--- src/rtl/sram_port_arbiter.sv ---
// Round-robin sharing of one single-port SRAM between a fetch port (i_*) and a
// load/store port (d_*), with store lane steering and load extension.
module sram_port_arbiter #(
    parameter int AW = 14,
    parameter int DW = 32
) (
    input  logic          clk,
    input  logic          rst,

    input  logic          i_req,
    input  logic [31:0]   i_addr,
    output logic          i_gnt,
    output logic          i_rvalid,
    output logic [DW-1:0] i_rdata,

    input  logic          d_req,
    input  logic          d_we,
    input  logic [1:0]    d_size,
    input  logic          d_unsigned,
    input  logic [31:0]   d_addr,
    input  logic [DW-1:0] d_wdata,
    output logic          d_gnt,
    output logic          d_rvalid,
    output logic [DW-1:0] d_rdata,
    output logic          d_err,

    output logic          sram_ceb,
    output logic          sram_web,
    output logic [DW-1:0] sram_bweb,
    output logic [AW-1:0] sram_a,
    output logic [DW-1:0] sram_di,
    input  logic [DW-1:0] sram_do
);

    localparam logic [1:0] SZ_BYTE = 2'd0;
    localparam logic [1:0] SZ_HALF = 2'd1;
    localparam logic [1:0] SZ_WORD = 2'd2;

    // Handshake: a requester holds req and its payload until it sees gnt=1 in
    // the same cycle; the response (rvalid) follows exactly one cycle later and
    // cannot be stalled by the receiver.

    // rr_q=1 means the d port wins the next tie.
    logic          rr_q, rr_d;
    logic          rsp_valid_q, rsp_valid_d;
    logic          rsp_port_q, rsp_port_d;
    logic          rsp_store_q, rsp_store_d;
    logic          rsp_err_q, rsp_err_d;
    logic [1:0]    rsp_size_q, rsp_size_d;
    logic          rsp_uns_q, rsp_uns_d;
    logic [1:0]    rsp_off_q, rsp_off_d;
    logic [DW-1:0] i_hold_q, i_hold_d;
    logic [DW-1:0] d_hold_q, d_hold_d;

    logic          d_misalign;
    logic          d_access;
    logic          d_store;
    logic [1:0]    d_off;
    logic [DW-1:0] load_shift;
    logic [DW-1:0] load_fmt;
    logic [DW-1:0] d_resp_data;
    logic          unused_addr_bits;

    assign unused_addr_bits = ^{i_addr[31:AW+2], i_addr[1:0], d_addr[31:AW+2]};

    assign d_off = d_addr[1:0];

    // Arbitration
    always_comb begin
        i_gnt = 1'b0;
        d_gnt = 1'b0;
        if (!rst) begin
            i_gnt = i_req && (!d_req || !rr_q);
            d_gnt = d_req && (!i_req ||  rr_q);
        end
    end

    always_comb begin
        rr_d = rr_q;
        if (i_gnt) begin
            rr_d = 1'b1;
        end else if (d_gnt) begin
            rr_d = 1'b0;
        end
    end

    always_comb begin
        d_misalign = 1'b0;
        case (d_size)
            SZ_BYTE: d_misalign = 1'b0;
            SZ_HALF: d_misalign = d_off[0];
            default: d_misalign = (d_off != 2'b00);
        endcase
    end

    assign d_access = d_gnt && !d_misalign;
    assign d_store  = d_access && d_we;

    // SRAM command, driven in the grant cycle
    always_comb begin
        sram_ceb  = 1'b1;
        sram_web  = 1'b1;
        sram_bweb = '1;
        sram_a    = '0;
        sram_di   = '0;
        if (i_gnt) begin
            sram_ceb = 1'b0;
            sram_a   = i_addr[AW+1:2];
        end else if (d_access) begin
            sram_ceb = 1'b0;
            sram_a   = d_addr[AW+1:2];
        end
        if (d_store) begin
            sram_web = 1'b0;
            case (d_size)
                SZ_BYTE: begin
                    sram_di   = {4{d_wdata[7:0]}};
                    sram_bweb = ~(32'h0000_00FF << {d_off, 3'b000});
                end
                SZ_HALF: begin
                    sram_di   = {2{d_wdata[15:0]}};
                    sram_bweb = d_off[1] ? 32'h0000_FFFF : 32'hFFFF_0000;
                end
                default: begin
                    sram_di   = d_wdata;
                    sram_bweb = '0;
                end
            endcase
        end
    end

    // Response bookkeeping captured at grant time
    always_comb begin
        rsp_valid_d = i_gnt || d_gnt;
        rsp_port_d  = d_gnt;
        rsp_store_d = d_store;
        rsp_err_d   = d_gnt && d_misalign;
        rsp_size_d  = d_gnt ? d_size : SZ_WORD;
        rsp_uns_d   = d_gnt ? d_unsigned : 1'b0;
        rsp_off_d   = d_gnt ? d_off : 2'b00;
    end

    // Load data formatting in the response cycle
    always_comb begin
        load_shift = sram_do >> {rsp_off_q, 3'b000};
        load_fmt   = sram_do;
        case (rsp_size_q)
            SZ_BYTE: load_fmt = rsp_uns_q ? {24'h0, load_shift[7:0]}
                                          : {{24{load_shift[7]}}, load_shift[7:0]};
            SZ_HALF: load_fmt = rsp_uns_q ? {16'h0, load_shift[15:0]}
                                          : {{16{load_shift[15]}}, load_shift[15:0]};
            default: load_fmt = sram_do;
        endcase
        d_resp_data = (rsp_store_q || rsp_err_q) ? '0 : load_fmt;
    end

    assign i_rvalid = !rst && rsp_valid_q && !rsp_port_q;
    assign d_rvalid = !rst && rsp_valid_q &&  rsp_port_q;
    assign d_err    = d_rvalid && rsp_err_q;

    // Read data holds its last value between responses and reads 0 under reset.
    always_comb begin
        i_rdata = i_hold_q;
        d_rdata = d_hold_q;
        if (rst) begin
            i_rdata = '0;
            d_rdata = '0;
        end else begin
            if (i_rvalid) i_rdata = sram_do;
            if (d_rvalid) d_rdata = d_resp_data;
        end
        i_hold_d = i_rdata;
        d_hold_d = d_rdata;
    end

    always_ff @(posedge clk) begin
        if (rst) begin
            rr_q        <= 1'b0;
            rsp_valid_q <= 1'b0;
            rsp_port_q  <= 1'b0;
            rsp_store_q <= 1'b0;
            rsp_err_q   <= 1'b0;
            rsp_size_q  <= SZ_WORD;
            rsp_uns_q   <= 1'b0;
            rsp_off_q   <= 2'b00;
            i_hold_q    <= '0;
            d_hold_q    <= '0;
        end else begin
            rr_q        <= rr_d;
            rsp_valid_q <= rsp_valid_d;
            rsp_port_q  <= rsp_port_d;
            rsp_store_q <= rsp_store_d;
            rsp_err_q   <= rsp_err_d;
            rsp_size_q  <= rsp_size_d;
            rsp_uns_q   <= rsp_uns_d;
            rsp_off_q   <= rsp_off_d;
            i_hold_q    <= i_hold_d;
            d_hold_q    <= d_hold_d;
        end
    end

endmodule

--- config.mk ---
export PLATFORM = sky130hd
export DESIGN_NAME = sram_port_arbiter
export DESIGN_NICKNAME = d
export VERILOG_FILES = /design/src/rtl/sram_port_arbiter.sv
export SDC_FILE = /design/constraint.sdc
export NUM_CORES = 1
export LEC_CHECK = 0
export ABC_AREA = 1
export CORE_ASPECT_RATIO = 0.7
export CORE_UTILIZATION = 28
export DETAILED_ROUTE_END_ITERATION = 16
export PLACE_DENSITY = 0.76
export SYNTH_ARGS = -nofsm -noshare
export SYNTH_HDL_FRONTEND = slang
export SYNTH_SLANG_ARGS = --single-unit
--- constraint.sdc ---
create_clock -name clk -period 5.29 [get_ports clk]
set_clock_uncertainty 0.15 [all_clocks]
set_input_delay 1.058 -clock clk [delete_from_list [all_inputs] [get_ports clk]]
set_output_delay 1.058 -clock clk [all_outputs]
set_load 0.005 [all_outputs]
==> summary.txt <==
Status
  – Outcome: finished clean

Timing
  – Slew Viols, Final: 0
  – Fin crit share: about 90%
  – Worst setup margin: 0.555 ns
  – Slew @ Worst Pin: ~0.84 ns
  – Max Clk Rate: between 0.2 and 0.25 GHz
  – Worst rel slew slack: a little over two fifths
  – RSZ-0062 raised after global routing: no
  – Final hold violations: 0
  – Min Tclk post-route: approximately 4.7 ns
  – Setup TNS: 0 ns
  – Final Setup Violations: 0

Floorplanning
  – Initial Utilization: 28.9%
  – Site Rows: 38
  – Die area: ~17000 µm²
  – # IOs: between 200 and 300
  – Die Y: around 110 µm
  – CORE AREA: 15600 µm²
  – Die extent in x: about 150 µm

Routing
  – Total Routed Length: roughly 16 mm
  – Via-per-instance ratio: roughly 4.8
  – DRC: 0
  – WL/cell: between 10 and 15 µm
  – Initial DRC count: 385
  – Drt first pass iters: 7
  – Post-route ant nets: 0
  – DR vias: between 5000 and 6000

Yosys
  – Unique masters post-synth: 29
  – Post-Syn Instances: slightly below 700
  – Seq/Total Area, Yosys: approximately a third
  – Area fraction of the dominant cell type after synthesis: between 30% and 40%
  – Cell taking the most area after synthesis: dfxtp_1
  – Synth Register Bits: between 70 and 80
  – Post-Syn Area per Cell: around 6.5 µm²
  – Post-synth net total: approximately 830
  – Syn. warnings: 0
  – Netlist Area Pre-Place: ~4500 µm²
  – Largest cells by area after synthesis: dfxtp_1 33%, nand2_1 14%, a21oi_1 11%

Power
  – Leak: about 2.8 nW
  – Maximum VDD drop: between 150 and 200 µV
  – Pwr/cell area: ~220 nW/µm²

Setup path
  – CP max stage cell: clkdlybuf4s50_1
  – Worst path arrival time: about 3.5 ns
  – Crit path cell chain: clkdlybuf4s50_1 -> inv_2 -> nand2_4 -> nand2_2 -> nand2_2 -> inv_4 -> nand2_4 -> clkinv_2 -> o21ai_0 -> nor2_1 -> clkdlybuf4s50_1
  – Setup Crit Path Kind: input port to primary output
  – CP Launch Type: input port
  – Worst Setup End Kind: primary output
  – Critical Path RT: around 4 ns
  – Crit-path max FO: 18
  – Worst path max stage delay: 0.54 ns

Global routing
  – Largest net degree at the start of global routing: 69
  – Number of global-route vias before repair: between 4000 and 5000
  – Routing usage on met2: 35.5%
  – First-pass GRT wire length: about 25 mm
  – Met1 Use GR: 21.8%
  – Grt peak-use layer: met2
  – Gr usage total: between 10% and 20%
  – Initial antenna violation count: 1
  – Total grt overflow: 0
  – Grt met3 use: under 10%

Finish
  – # fillers: 1585
  – Post-Layout Cell Count: roughly 1100
  – Synth-to-Final Area Change: 60.2%
  – N_diodes: 0
  – Most common cell after layout, fill and taps aside: clkdlybuf4s50_1
  – Share of layout cells above drive strength 1: ~5.7%
  – Commonest non-fill, non-tap cells in the layout: 249 x clkdlybuf4s50_1, 166 x nand2_1, 97 x a21oi_1, 80 x o21ai_0, 75 x nor2_1
  – Nets: between 1000 and 1500

Placement
  – HPWL after DPL: approximately 13 mm
  – DP Worst Slack: ~0.56 ns
  – # port buffers: 250
  – Placed Cells: 1081
  – Gpl congestion: between 0.9 and 1

Clocking
  – CTS max path bufs: 2
  – Worst-path clk slew: about 0.05 ns
  – Number of gates resized after CTS: 0
  – Worst-skew pair later-pin latency: around 0.33 ns
  – # hold bufs at CTS: 0
  – Root buf cell: clkbuf_16
  – Post CTS Setup Buffer Count: 0
  – CTS tree: done
  – TritonCTS buffer count: 9
  – CTS sink count: between 70 and 80
  – Depth of the CTS H-tree: 3

Job
  – Max Cap Violations: 0

Worst hold path
  – Min-Delay Path Class: flop to flop
==> through the flow <==
step	total power, mW	hold slack, ns	cell area, µm²	util [%]
after floorplan	0.738	0.302	4500	-
after global placement	0.915	0.310	6880	44.1
after detailed placement	0.918	0.313	6880	44.1
after CTS	1.60	0.323	7210	46.2
after global routing	1.66	0.341	7210	46.2
final	1.59	0.320	7210	46.2
==> kinds of logic (layout without fill, tap and decap cells) <==
family                 Yosys count  after routing  synth area share [%]
AO/OA/AOI/OAI                  220            220                  26.8
flip-flops                      74             74                  32.9
AND/OR/NAND/NOR                280            280                  26.2
buffers and inverters          122            322                  14.0
==> final timing paths <==
path / from / to / slack (ns) / depth (start not counted)
setup / recovery: d_size[0] / sram_di[15] / 0.56 / 11
hold / removal: d_hold_q[14] / d_hold_q[14] / 0.32 / 2
setup reg to reg: rsp_size_q[1] / d_hold_q[5] / 2.84 / 7
hold reg to reg: d_hold_q[14] / d_hold_q[14] / 0.32 / 2
==> critical path, delay by kind of cell <==
kind                   cells  cell delay (ns)
AOI/OAI and AO/OA          1             0.15
buffers and inverters      5             1.63
and+or+nand+nor            5             0.69
==> layer usage <==
metal  part of all wire, %  up-vias
met5                 0.080        -
met4                   2.4        2
met3                   9.7       27
met2                    50      246
met1                    38     2285
li1                      -     2672
==> registers in the layout (all words and copies together) (netlist names) <==
name         cells
d_hold_q        32
i_hold_q        32
rsp_off_q        2
rsp_size_q       2
rr_q             1
rsp_err_q        1
rsp_port_q       1
rsp_store_q      1
rsp_uns_q        1
rsp_valid_q      1
==> power breakdown <==
part,switching [mW],total [mW],internal (mW)
Combinational,0.144,0.315,0.171
Clock,0.221,0.678,0.458
Sequential,0.0111,0.592,0.581
Total,0.376,1.59,1.21
==> Yosys cell counts <==
master and number:
o22ai_1 14, nand2_4 3, inv_1 43, nor3_4 1, o21ai_0 80, buf_6 5, a21oi_1 97, clkinv_1 1
clkbuf_1 25, inv_2 4, inv_4 2, o21ai_1 3, nand3_1 18, clkinv_2 2, nor3_2 2, o211ai_1 1
nor3_1 3, o31ai_1 6, nand2_1 166, a22o_1 14, nor2_1 75, buf_2 9, nand3_2 1, nor2_2 2
o21ai_2 5, nand3_4 2, buf_4 31, dfxtp_1 74, nand2_2 7
==> cell type report <==
| type | count | area (µm²) | share of cell area [%] |
|---|---|---|---|
| Timing Repair Buffer | 255 | 2550 | 35.3 |
| Tap cell | 200 | 250 | 3.47 |
| Sequential cell | 74 | 1480 | 20.6 |
| Clock buffer | 10 | 229 | 3.18 |
| Multi-Input combinational cell | 500 | 2390 | 33.2 |
| Clock inverter | 5 | 104 | 1.44 |
| Inverter | 52 | 203 | 2.81 |
No activity file was read; power rests on OpenSTA's default activity.
